**src/rtl/mux_share_arbiter.sv**
```systemverilog
// mux_share_arbiter: two-requester round-robin arbiter driving the shared 2:1 mux select.
// Define MUX_ARB_GAP_EN to insert a one-cycle break-before-make GAP state on every handover.
module mux_share_arbiter #(
    parameter int HOLD_MAX = 4,
    parameter int CNT_W = 8
) (
    input  logic             clock,
    input  logic             reset,
    input  logic [1:0]       req,
    output logic [1:0]       grant,
    output logic             sel,
    output logic             busy,
    output logic             preempt,
    output logic [CNT_W-1:0] hold_cnt
);
`ifdef MUX_ARB_GAP_EN
    typedef enum logic [1:0] {IDLE, OWN0, OWN1, GAP} state_t;
`else
    typedef enum logic [1:0] {IDLE, OWN0, OWN1} state_t;
`endif
    localparam logic [CNT_W-1:0] CNT_MAX = CNT_W'(HOLD_MAX - 1);
    state_t state, state_n;
    logic [1:0] grant_n;
    logic [CNT_W-1:0] cnt_n;
    logic last, last_n, sel_n, pre_n, cur, mine, other, expired, pick;
    always_comb begin
        cur = state == OWN1;
        mine = req[cur];
        other = req[~cur];
        expired = hold_cnt == CNT_MAX;
        pick = (req == 2'b11) ? ~last : req[1];
        state_n = state;
        sel_n = sel;
        last_n = last;
        pre_n = 1'b0;
        cnt_n = '0;
        case (state)
            IDLE: if (req != 2'b00) begin
                state_n = pick ? OWN1 : OWN0;
                sel_n = pick;
                last_n = pick;
            end
            OWN0, OWN1: if (other && (!mine || expired)) begin
                pre_n = mine;
                sel_n = ~cur;
`ifdef MUX_ARB_GAP_EN
                state_n = GAP;
`else
                state_n = cur ? OWN0 : OWN1;
                last_n = ~cur;
`endif
            end else if (!mine) begin
                state_n = IDLE;
            end else begin
                cnt_n = expired ? hold_cnt : hold_cnt + 1'b1;
            end
`ifdef MUX_ARB_GAP_EN
            // sel already points at the incoming owner
            default: begin
                state_n = sel ? OWN1 : OWN0;
                last_n = sel;
            end
`else
            default: state_n = IDLE;
`endif
        endcase
        grant_n = {state_n == OWN1, state_n == OWN0};
    end
    always_ff @(posedge clock or posedge reset) begin
        if (reset) begin
            state <= IDLE;
            grant <= 2'b00;
            sel <= 1'b0;
            preempt <= 1'b0;
            hold_cnt <= '0;
            last <= 1'b1;
        end else begin
            state <= state_n;
            grant <= grant_n;
            sel <= sel_n;
            preempt <= pre_n;
            hold_cnt <= cnt_n;
            last <= last_n;
        end
    end
    assign busy = |grant;
endmodule

```
**config.mk**
```make
export PLATFORM = sky130hd
export DESIGN_NAME = mux_share_arbiter
export DESIGN_NICKNAME = d
export VERILOG_FILES = /design/src/rtl/mux_share_arbiter.sv
export SDC_FILE = /design/constraint.sdc
export NUM_CORES = 1
export LEC_CHECK = 0
export CORE_MARGIN = 2
export CORE_UTILIZATION = 54
export DETAILED_ROUTE_END_ITERATION = 6
export PLACE_DENSITY_LB_ADDON = 0.3
export SYNTH_ARGS = -nofsm -noshare
export SYNTH_HDL_FRONTEND = slang
export SYNTH_SLANG_ARGS = --single-unit
```
**constraint.sdc**
```tcl
create_clock -name clock -period 4.9 [get_ports clock]
set_input_delay 0.735 -clock clock [delete_from_list [all_inputs] [get_ports clock]]
set_output_delay 0.735 -clock clock [all_outputs]
set_load 0.02 [all_outputs]
```
* Word-level counts from Yosys, hierarchy flattened
Index checks and enable logic that the tools add are counted.
Cells by class: reduce and logical (&&, ||, !) cells 9, equal/unequal tests 9, add/sub/neg operators 1, bitwise operators 2, order comparisons 2, multiplexer cells 20
Operators by type and width (count):
- 8-bit two-way mux | 4
- 2-bit two-way mux | 5
- 1-bit two-way mux | 9
- 8-bit by 1-bit adder with 8-bit output, second input constant | 1
- 8-bit by 2-bit == test with 1-bit output, second input constant | 1
- 2-bit == test, second input constant | 3
- 2-bit by 1-bit == test with 1-bit output, second input constant | 2
- 1-bit by 2-bit less-than comparator with 1-bit output, second input constant | 2
- 2-bit != test, second input constant | 2
- 4-bit != test, second input constant | 1
- 2-bit one-hot mux with 2 select lines | 1
- 2-bit nonzero test | 2
- 2-bit OR reduction | 2
- 3-bit AND reduction | 1
- 2-bit zero test | 1
- 1-bit NOT | 2
- 1-bit one-hot mux with 2 select lines | 1
- 1-bit logical AND | 1
- 1-bit zero test | 1
- 1-bit logical OR | 1
Word-level totals: register bits after elaboration 15, output and inout bits 13, word-level logic and storage cells 49, input bits 4

* Logic depth before layout (Yosys ltp)
depth in word-level cells 9, mapped depth 8, depth with buffers taken out 7

* Worst setup path before layout
No wires, ideal clock.
kind register to register, start point reg state[0], end point reg grant[1], arrival time 2.011 ns, library setup time 0.066 ns, clock period less this slack 2.077 ns, path slack 2.823 ns, stages on the path, launching flop included 9, buffers on the path 1, cells stage by stage dfrtp_1 -> inv_1 -> ha_1 -> buf_6 -> mux2_4 -> a311o_1 -> or2_4 -> a31oi_4 -> and2_1
Between the ends: word-level cells in the longest chain between the ends 9, elaborated cells on any way between the ends 17
Ends and longest elaborated chain:
- start: declaration | line 22 | state_t state, state_n;
- start signal: assignment | line 78 | state <= state_n;
- 2-bit == test | line 27, 37
- 1-bit two-way mux (implied by the code) (2 in a row) | line 28 | mine = req[cur];
- 1-bit zero test
- 1-bit logical OR | line 43 | OWN0, OWN1: if (other && (!mine || expired)) begin
- 1-bit logical AND | line 43
- 2-bit two-way mux | line 43
- 2-bit one-hot mux with 2 select lines * | line 37 | case (state)
- named net state_n[1] | line 22
- 2-bit == test * | line 67 | grant_n = {state_n == OWN1, state_n == OWN0};
- named net grant_n[1] | line 23 | logic [1:0] grant_n;
- end signal: assignment | line 79 | grant <= grant_n;
- end: declaration | line 10 | output logic [1:0] grant,
Mark *: on every way through the listed nets, which the timed path passes. The rest lies on a longest branch. The select of a mux whose other input is x is not followed. A chain may end at the register's enable or synchronous reset.

* Worst setup path after layout
start point in req[0], end point reg grant[1]
Between the ends: word-level cells in the longest chain between the ends 8, elaborated cells on any way between the ends 16
Ends and longest elaborated chain:
- start: declaration | line 9 | input logic [1:0] req,
- 1-bit two-way mux (implied by the code) (2 in a row) | line 28
- 1-bit zero test
- 1-bit logical OR | line 43
- 1-bit logical AND | line 43
- 2-bit two-way mux | line 43
- 2-bit one-hot mux with 2 select lines * | line 37
- named net state_n[1] | line 22
- 2-bit == test * | line 67
- named net grant_n[1] | line 23
Marked as above.

==> results.txt <==
----------------------------------------------------
[Logic synthesis]
  Post-synthesis net count ... 101
  Seq cells post-synth ... 15
  Register area share after synthesis ... a little over 40%
  Syn. warnings ... 0
  Syn Inst Count ... 93
  Post-synthesis average cell area ... 9.82 µm²
  Cell area after synthesis ... 913 µm²
  Post-synthesis cell type count ... 35

[Power]
  Switching Fraction ... about two fifths
  Static leakage ... 0.479 nW
  Internal power component ... 0.000321 W
  Clk pwr share ... 13.6%
  Total net switching power ... 0.000223 W
  Part of the power in registers ... between 30% and 40%
  Combinational Power Share ... 53.5%
  Highest ir drop seen on vdd ... ~0.00035 V
  Total power divided by cell area ... slightly below 500 mW/mm²

[Setup path]
  Origin of the critical flop-to-flop path ... state[0]
  Critical R2R Capture ... grant[1]
  Length in cells of the worst reg-to-reg path ... 7
  Category of the most critical setup path ... primary input to flop
  Arrival time of data at the critical path endpoint ... 2.73 ns
  Kind of launch point of the worst setup path ... primary input
  Slack of the worst reg-to-reg path ... 2.55 ns
  Sort of element at the end of the critical path ... flop
  Peak fanout along the critical path ... 12
  Required time at the worst-slack endpoint ... 5.13 ns

[CTS]
  Post-CTS clock slew at the launch and capture registers of the worst setup and hold paths ... 0.09 ns
  CTS tree ... done
  Post-CTS setup repair buffer count ... 0
  CTS sink cnt ... 15
  Source-to-sink clock delay at the later pin of the worst-skew pair ... approximately 0.29 ns
  Hold bufs inserted after CTS ... 0
  Count of cells resized by post-cts repair ... 0
  Clk Tree Root Cell ... clkbuf_4
  Number of buffers created by CTS ... 3
  H-tree level count ... 1
  Clock Tree Buf Depth ... 2

[Min path]
  Count of cells along the worst hold path ... 1
  Hold Startpoint ... sel
  Worst hold endpoint ... sel
  Hold/Removal Path Class ... flop to flop

[Floorplanning]
  Placement Rows ... 14
  Initial cell density of the core ... 59.3%
  Chip width ... 45.1 µm
  Die Span Y ... 45.1 µm
  Num ports ... 17
  Full die area ... 0.00204 mm²
  Core box area ... 0.00154 mm²

[Finish]
  Fraction of final layout cells sized beyond drive strength 1 ... 11.0%
  Antenna diode count ... 0
  Area of the multi-input gates ... roughly 490 µm²
  Cell Count, Final, Fillers Out ... roughly 130
  Filler Cell Count ... 124
  Net count, final ... 118
  Area growth syn-to-layout ... 20.1%
  Post-route core utilization ... 71.2%
  Sequential standard cell area ... between 300 and 400 µm²

[STA]
  Final setup vio count ... 0
  Fmax ... 0.399 GHz
  Worst Max-Slew Pin Slew ... 0.586 ns
  Fin crit share ... 51.1%
  Final TNS setup ... 0 ns
  Clock skew after layout ... about 0.0083 ns
  Number of max-slew violations in the final report ... 0
  Final hold vios ... 0
  Normalized max-slew margin ... 60.9%
  Setup repair after global routing missed its margin ... false
  Clock period minus worst slack ... between 2 and 3 ns

[Route]
  Drt total wl ... 1.87 mm
  Initial drt markers ... 17
  Number of vias per cell after detailed routing ... 5.86
  Post-DRT Antenna Nets ... 0
  Average detailed-routed wire length per instance ... ~15 µm
  Total iterations of the first detailed-routing run ... 5
  DRC violation count after routing ... 0
  Total number of vias ... ~730

[Global routing]
  Via count of the first global-routing pass ... 720
  Global-route wire length before repair ... 3.11 mm
  Global Route Usage Sum ... 21.3%
  Pin count of the biggest net entering global routing ... 16
  Number of antenna violations at the first check in global routing ... 0
  Grt total ovfl ... 0

[Run]
  Max-cap violation count ... 0

[Status]
  Status ... complete, no violations

[Placed design]
  Final GP Congestion ... 0.790
  Number of buffers added on ports ... 16
  Post-detail-place hpwl ... 1.39 mm
  Total instance count after detailed placement ... about 120

----------------------------------------------------
==> per-layer routing <==
layer  up-vias  GRT usage (%)  wire length (µm)
met2        25           36.3               908
met4         0           8.82                32
met5         -              0                 0
li1        354              -                 -
met1       349           26.4               844
met3         4           3.60                86
==> cells in the final DEF, fill, tap and decap left out, types with 2 or more instances in the layout <==
cell / count
a21oi_1: 3
and2_1: 2
and3_1: 2
clkbuf_4: 3
clkdlybuf4s50_1: 16
dfrtp_1: 14
ha_1: 4
inv_1: 6
mux2_2: 2
mux2i_1: 3
nand2_1: 4
nand2b_1: 3
nand3_1: 9
nor2_1: 8
nor3_1: 4
o21ai_0: 3
xor2_1: 5
==> cell families after synthesis <==
kind of cell	Yosys count	share of synthesized area, %
DFF	15	41.2
AOI/OAI and AO/OA	13	11.1
xor gates and xnor gates	6	5.75
and+or+nand+nor	38	22.9
buffers and inverters	10	5.07
muxes	6	7.40
adders and majority gates	5	6.58
==> sequential cells by signal, summed over array words and instances (netlist names) <==
signal,count
grant,2
hold_cnt,8
last,1
preempt,1
sel,1
state,2
==> power groups by stage <==
stage / clock network [W] / registers [W] / logic (W)
after floorplan: 0 / 0.000193 / 0.000202
after global placement: 0 / 0.000180 / 0.000280
after detailed placement: 0 / 0.000181 / 0.000288
after CTS: 0.0000748 / 0.000179 / 0.000290
after global routing: 0.0000780 / 0.000182 / 0.000315
final: 0.0000738 / 0.000179 / 0.000291
==> metrics by stage <==
step / setup WS, ns / hold WS (ns) / cell area [µm²] / total power (W)
after floorplan: 2.82 / 0.602 / 913 / 0.000395
after global placement: 2.21 / 0.497 / 1070 / 0.000460
final: 2.40 / 0.521 / 1100 / 0.000544
after detailed placement: 2.11 / 0.499 / 1070 / 0.000470
after global routing: 2.31 / 0.537 / 1100 / 0.000575
after CTS: 2.42 / 0.524 / 1100 / 0.000544
==> Yosys cell counts (all sizes together) <==
cell | count | area (µm²)
a211o | 1 | 8.76
a21o | 1 | 7.51
a21oi | 3 | 15.0
a311o | 1 | 10.0
a31oi | 2 | 27.5
a32o | 1 | 10.0
and2 | 2 | 12.5
and3 | 2 | 12.5
and4b | 1 | 10.0
buf | 2 | 16.3
clkbuf | 2 | 7.51
dfrtp | 14 | 350
dfstp | 1 | 26.3
ha | 4 | 50.1
inv | 6 | 22.5
maj3 | 1 | 10.0
mux2 | 3 | 37.5
mux2i | 3 | 30.0
nand2 | 4 | 15.0
nand2b | 3 | 18.8
nand3 | 9 | 45.0
nand3b | 1 | 7.51
nor2 | 8 | 30.0
nor3 | 4 | 20.0
nor3b | 1 | 7.51
nor4b | 1 | 15.0
o21ai | 3 | 15.0
o21bai | 1 | 7.51
or2 | 2 | 15.0
xnor2 | 1 | 8.76
xor2 | 5 | 43.8
==> worst max path at each step <==
stage	startpoint	to	slack, ns	cells past startpoint
floorplan	state[0]	grant[1]	2.82	8
global placement	req[0]	grant[1]	2.21	6
detailed placement	req[0]	grant[1]	2.11	6
CTS	req[0]	grant[1]	2.42	6
global route	req[0]	grant[1]	2.31	6
finish	req[0]	grant[1]	2.40	6
==> worst max-delay path: stages <==
cell             delay [ns]
clkdlybuf4s50_1        0.62
mux2_4                 0.35
a311o_1                0.44
or2_4                  0.28
a31oi_4                0.18
and2_1                 0.13
==> final cells by class <==
type | count | area share [%]
flip-flops and latches | 15 | 34.3
clock buffers | 3 | 2.05
repair buffers | 16 | 14.6
inverters | 6 | 2.05
clock inverters | 1 | 0.456
multi-input cells | 68 | 44.7
well taps | 16 | 1.82
No activity file was read; power rests on OpenSTA's default activity.
